$ cat config.mk
export PLATFORM = sky130hd
export DESIGN_NAME = line_clear
export DESIGN_NICKNAME = d
export VERILOG_FILES = /design/src/rtl/line_clear.sv
export SDC_FILE = /design/constraint.sdc
export NUM_CORES = 1
export LEC_CHECK = 0
export CAP_MARGIN = 15
export CELL_PAD_IN_SITES_DETAIL_PLACEMENT = 0
export CELL_PAD_IN_SITES_GLOBAL_PLACEMENT = 1
export CORE_ASPECT_RATIO = 0.7
export CORE_MARGIN = 2
export CORE_UTILIZATION = 25
export DETAILED_ROUTE_END_ITERATION = 10
export MAX_ROUTING_LAYER = met4
export PLACE_DENSITY_LB_ADDON = 0.3
export SYNTH_ARGS = -nofsm -noshare
export SYNTH_HDL_FRONTEND = slang
export SYNTH_SLANG_ARGS = --single-unit
$ cat constraint.sdc
create_clock -name clk -period 49 [get_ports clk]
set_clock_uncertainty 0.2 [all_clocks]
set_input_delay 9.8 -clock clk [delete_from_list [all_inputs] [get_ports clk]]
set_output_delay 9.8 -clock clk [all_outputs]
set_load 0.01 [all_outputs]
$ cat src/rtl/line_clear.sv
// Removes every full row from a locked playfield, collapsing the rows above downward,
// and keeps saturating running line and score totals behind a start/busy/done handshake.
module line_clear #(
    parameter int ROWS  = 20,
    parameter int COLS  = 10,
    parameter int CNT_W = 16
) (
    input  logic                       clk,
    input  logic                       reset,
    input  logic                       start,
    input  logic [ROWS-1:0][COLS-1:0]  screen,
    input  logic                       clearScore,
    output logic                       busy,
    output logic                       done,
    output logic [ROWS-1:0][COLS-1:0]  outputScreen,
    output logic [4:0]                 linesCleared,
    output logic [CNT_W-1:0]           totalLines,
    output logic [CNT_W-1:0]           score
);

    localparam int IDX_W = $clog2(ROWS);
    localparam logic [IDX_W-1:0] LAST_ROW = IDX_W'(ROWS - 1);

    typedef enum logic [1:0] {IDLE, SCAN, DONE} state_t;

    state_t state;
    state_t next_state;

    logic [ROWS-1:0][COLS-1:0] work;
    logic [ROWS-1:0][COLS-1:0] collapsed;
    logic [IDX_W-1:0]          row;
    logic [4:0]                count;
    logic                      row_full;
    logic                      finishing;
    logic [CNT_W-1:0]          increment;
    logic [CNT_W:0]            score_sum;
    logic [CNT_W:0]            lines_sum;

    assign row_full  = &work[row];
    assign finishing = (state == SCAN) && !row_full && (row == LAST_ROW);

    always_ff @(posedge clk or posedge reset) begin
        if (reset) begin
            state <= IDLE;
        end else begin
            state <= next_state;
        end
    end

    always_comb begin
        next_state = state;
        case (state)
            IDLE:    if (start) next_state = SCAN;
            SCAN:    if (finishing) next_state = DONE;
            DONE:    next_state = IDLE;
            default: next_state = IDLE;
        endcase
    end

    always_comb begin
        busy = (state != IDLE);
        done = (state == DONE);
    end

    // Rows at and above the full row each take the row above; the top row refills with zeros.
    always_comb begin
        collapsed = work;
        for (int i = 0; i < ROWS - 1; i++) begin
            if (i >= int'(row)) begin
                collapsed[i] = work[i+1];
            end
        end
        collapsed[ROWS-1] = '0;
    end

    always_ff @(posedge clk or posedge reset) begin
        if (reset) begin
            work         <= '0;
            row          <= '0;
            count        <= '0;
            outputScreen <= '0;
            linesCleared <= '0;
        end else begin
            case (state)
                IDLE: begin
                    if (start) begin
                        work  <= screen;
                        row   <= '0;
                        count <= '0;
                    end
                end
                SCAN: begin
                    if (row_full) begin
                        work  <= collapsed;
                        count <= count + 5'd1;
                    end else if (row != LAST_ROW) begin
                        row <= row + 1'b1;
                    end else begin
                        outputScreen <= work;
                        linesCleared <= count;
                    end
                end
                default: ;
            endcase
        end
    end

    always_comb begin
        case (count)
            5'd0:    increment = '0;
            5'd1:    increment = CNT_W'(40);
            5'd2:    increment = CNT_W'(100);
            5'd3:    increment = CNT_W'(300);
            default: increment = CNT_W'(1200);
        endcase
        score_sum = {1'b0, score} + {1'b0, increment};
        lines_sum = {1'b0, totalLines} + (CNT_W+1)'(count);
    end

    // A new-game clear outranks the update made as the scan finishes.
    always_ff @(posedge clk or posedge reset) begin
        if (reset) begin
            totalLines <= '0;
            score      <= '0;
        end else if (clearScore) begin
            totalLines <= '0;
            score      <= '0;
        end else if (finishing) begin
            totalLines <= lines_sum[CNT_W] ? '1 : lines_sum[CNT_W-1:0];
            score      <= score_sum[CNT_W] ? '1 : score_sum[CNT_W-1:0];
        end
    end

endmodule

; Word-level counts from Yosys, hierarchy flattened
; Cells that the tools add are included.
; Widths: inputs -> output; s select.
[word_totals]
output_inout_bits = 239
inputBits = 204
elab_cells = 175
regBits = 449
[classes]
n_eq_ne = 31
n_lt_le_gt_ge = 20
n_addsub = 4
n_mux = 40
bitwise = 2
reduce_logical = 32
[op_table]
columns = cell, count
row1 = $mux 200, 2
row2 = $pmux 200 s2, 1
row3 = $mux 10, 20
row4 = $mux 16, 6
row5 = $reduce_and 4->1, 20
row6 = $bmux 10 s5, 1
row7 = $pmux 11 s4, 1
row8 = $ge 4x5->1 const A, 8
row9 = $ne 2x1->1 const B, 20
row10 = $ge 3x5->1 const A, 4
row11 = $mux 5, 4
row12 = $pmux 5 s2, 2
row13 = $add 16x16->17, 1
row14 = $add 16x5->17, 1
row15 = $ge 5x5->1 const A, 3
row16 = $add 5x1->5 const B, 2
row17 = $eq 5x2->1 const B, 2
row18 = $ge 1x5->1 const A, 2
row19 = $ge 2x5->1 const A, 2
row20 = $reduce_and 10->1, 1
row21 = $ne 2x2->1 const B, 4
row22 = $lt 5x6->1 const B, 1
row23 = $reduce_and 3->1, 2
row24 = $reduce_bool 2->1, 3
row25 = other kinds (13), 16

; Depth between registers and ports, before layout
[logic_depth]
word_depth = 8
ltp_mapped = 16
ltp_nobuf = 16

; Worst setup path after synthesis
; No wires, ideal clock.
[synth_timing]
path_type = input to register
from = input start
to = register work[20] (netlist name)
setup_time_ps = 89
path_stages = 8
setup_slack_ps = 37299
n_path_buf = 4
required_time_ps = 48711
arrival_ps = 11412
path_cell_list = nor2b_1 nor2b_1 clkbuf_1 clkbuf_1 clkbuf_1 clkbuf_1 nor2_1 a32oi_1
[synth_between]
elab_chain_len = 2
[synth_rtl]
columns = item, line_no
row1 = from (decl), 10  ; input logic start,
row2 = $ne 2x2->1 (no line), n/a
row3 = $reduce_and 4->1 (no line), n/a
row4 = to (signal assigned), 87  ; work <= screen;
row5 = to (signal assigned), 94  ; work <= collapsed;
row6 = to (decl), 29  ; logic [ROWS-1:0][COLS-1:0] work;
; No other way between the ends.
; A chain may end at the register's enable or synchronous reset.

; Worst setup path after layout
[layout_timing]
from = input start
to = register work[181] (netlist name)
; Same word-level chain as after synthesis.

==> run_results.csv <==
group,metric,value,unit
worst_setup_path,arrival,12.98,ns
worst_setup_path,worstSetupPathType,"in2reg",
global_route,grt_max_degree,143,
status,status,"finished, final reports clean",
cts,cts_tree,"done",
power_and_ir_drop,powerDensity,67.7,mW/mm^2
place,numPortBuffers,442,
layout,seqCellArea,0.0112,mm^2
floorplan,die-area,0.0898,mm^2
detailed_routing,drt-pass1-iter-count,5,
cts,cts_hold_buf,0,
sta,min_period,12.66,ns
power_and_ir_drop,total_power,0.00197,W
floorplan,coreArea,0.0864,mm^2
detailed_routing,drt-vias-per-instance,5.04,
detailed_routing,vias,17400,
power_and_ir_drop,p_int,0.00118,W
power_and_ir_drop,pwr-share-clk,20.0,%
sta,tns,0,ns
power_and_ir_drop,p_leak,12.2,nW
sta,finalSetupViolCount,0,
synthesis,synth_edf_count,0,
power_and_ir_drop,irDropWorstVdd,0.0302,mV
floorplan,start_util,25.3,%
cts,clkSinkCount,448,
worst_hold_path,holdCritPathClass,"reg2reg",
sta,slew_headroom,29.3,%
layout,drive_gt1_share,22.7,%
cts,h-tree-depth,2,
detailed_routing,wl_per_cell,26.8,um
detailed_routing,wirelength,92600,um
layout,fill_cells,8551,
power_and_ir_drop,p_comb_share,41.9,%
power_and_ir_drop,seqPwrFrac,38.1,%
synthesis,synth_warnings,0,
sta,post-route-period-util,25.8,%
synthesis,syn_avg_cell_area,11.7,um^2
power_and_ir_drop,p_switching,0.000790,W
cts,clock_latency,0.63,ns
global_route,grt_pass1_vias,17800,
cts,cts_resized,0,
layout,fin_nets,2483,
detailed_routing,drt_iter0_markers,1279,
sta,hold_violations,0,
floorplan,rows,90,
synthesis,synthCells,1861,
synthesis,seq_area_frac_synth,51.3,%
cts,cts_root_buf,"clkbuf_16",
sta,hold_ws,0.307,ns
cts,cts_setup_buffers,0,
worst_setup_path,worstSetupStartpointType,"input port",
floorplan,die_w,357,um
global_route,grt_use_total,20.7,%
global_route,grt_first_pass_wirelength,131000,um
sta,worstMarginPinSlew,1.06,ns
layout,multi_input_area,0.0100,mm^2
synthesis,yosysTopAreaCell,"dfrtp_1",
cts,cts_made_buffers,50,
layout,area_growth,33.3,%
synthesis,synth.distinct_cells,82,
job,max_cap_viol_count,0,
synthesis,ys_async_sr_fraction,100,%
detailed_routing,ant_nets,0,
cts,clkSlewWorstSetupHoldPaths,0.06,ns
sta,rsz0062_at_grt,"false",
synthesis,ys_ff_latch,448,
synthesis,synth_ff_type,"dfrtp_1",
global_route,antenna_found_initial,6,
synthesis,synth.top_cell.area_share,51.3,%
synthesis,netlist_area,0.0218,mm^2
floorplan,io_pins,443,
worst_setup_path,end_kind,"flip-flop",
place,gp_congestion,0.911,
worst_setup_path,cp_max_fo,12,
power_and_ir_drop,swShare,40.1,%
sta,fmax,0.0790,GHz
sta,drv_slew,0,
global_route,grt_overflow,0,
floorplan,die_y,251,um
worst_setup_path,cp.required,49.32,ns
synthesis,synthTopCellsByArea,"dfrtp_1 (51%), mux2_2 (19%), nand2_1 (4.7%)",
layout,finish.utilization,33.7,%
place,dpl.hpwl,68800,um
synthesis,syn-num-nets,2087,
detailed_routing,drc,0,
cts,max-clock-path-buffers,3,
through the flow:
| step | area, um^2 | worst slack (ns) | std cells |
|---|---|---|---|
| 6_report | 29100 | 36.34 | 3452 |
| 5_1_grt | 29100 | 36.29 | 3450 |
| 4_1_cts | 29100 | 36.44 | 3445 |
| 3_5_place_dp | 27400 | 35.80 | 3354 |
| 3_3_place_gp | 27400 | 35.99 | 3354 |
| 2_1_floorplan | 21800 | 26.51 | 1861 |
routing by layer:
metal | part of all wire, % | track usage, %
met1 | 49 | 30.0
met5 | 0 | -
met4 | 2.1 | 4.67
met3 | 4.6 | 2.62
met2 | 44 | 30.5
cells by family (layout without fill, tap and decap cells):
group / Yosys count / count (layout) / synth area share, %
other: 0 / 6 / 0
DFF: 448 / 448 / 51.3
buffers and inverters: 147 / 582 / 3.18
and+or+nand+nor: 434 / 434 / 8.78
muxes: 444 / 444 / 22.9
AOI/OAI and AO/OA: 361 / 361 / 12.3
adders and majority gates: 22 / 22 / 1.33
xor gates and xnor gates: 5 / 5 / 0.200
flip-flops by register name (all words and copies together) (netlist names):
name	count
count	5
outputScreen	200
linesCleared	5
work	200
totalLines	16
score	15
state	2
row	5
layout by cell type (no fill, tap or decap), drive strengths merged, types with 12 or more instances in the layout:
master	count
dfrtp	448
clkdlybuf4s50	442
mux2	370
nand2	271
o22ai	82
clkbuf	78
mux2i	66
a2bb2oi	58
a21oi	47
nor2	43
o21ai	43
inv	26
buf	22
nand3	21
ha	20
nor3	19
nand2b	16
nor2b	14
a22oi	12
a32oi	12
power groups by stage:
stage	sequential, W	clock, W	combinational [W]
after CTS	0.000752	0.000404	0.000829
after global routing	0.000772	0.000419	0.000884
final	0.000751	0.000394	0.000826
after global placement	0.000755	0	0.000814
after floorplan	0.000666	0	0.000465
after detailed placement	0.000757	0	0.000825
critical path, stage by stage:
cell and delay [ns]:
clkdlybuf4s50_1 0.55, nor2b_1 0.39, nor2b_4 0.23, nor2_1 0.11
a31oi_2 0.84, a21boi_1 0.81, a2bb2oi_1 0.23
path summary, 6_finish.rpt:
path,startpoint,end,slack [ns],depth (start not counted)
setup / recovery,start,work[181]$_DFFE_PP0P_,36.34,7
hold / removal,outputScreen[55]$_DFFE_PP0P_,outputScreen[55]$_DFFE_PP0P_,0.31,1
setup reg to reg,row[2]$_DFFE_PP0P_,outputScreen[145]$_DFFE_PP0P_,42.59,11
hold reg to reg,outputScreen[55]$_DFFE_PP0P_,outputScreen[55]$_DFFE_PP0P_,0.31,1
max in group asynchronous,reset,work[48]$_DFFE_PP0P_,36.74,4
min in group asynchronous,reset,count[2]$_DFFE_PP0P_,9.53,2
final cells by class:
cell class / count / share of cell area (%)
inverter: 26 / 0.378
clock inverter: 14 / 0.709
sequential: 448 / 38.5
antenna: 6 / 0.0516
tap: 1150 / 4.94
clock buffer: 77 / 5.13
multi-input combinational: 1266 / 34.4
timing repair buffer: 465 / 15.9
synthesized netlist by cell type (8+ instances only):
cell type and instances:
a221oi_1 8, or3_1 8, a311oi_1 11, nor2b_1 14
o22ai_1 81, mux2_2 369, a21oi_1 41, buf_2 32
o221a_2 11, a31oi_1 9, a2bb2oi_1 58, nor3_1 19
mux2i_1 66, ha_1 20, o21ai_0 41, nand4_1 8
clkbuf_1 66, a32oi_1 12, nor2_1 42, inv_1 23
nand3_1 21, nand2b_1 16, dfrtp_1 448, and3_1 8
nand2_1 271, a22oi_1 12, buf_1 8
Power figures use the tool's default switching activity.
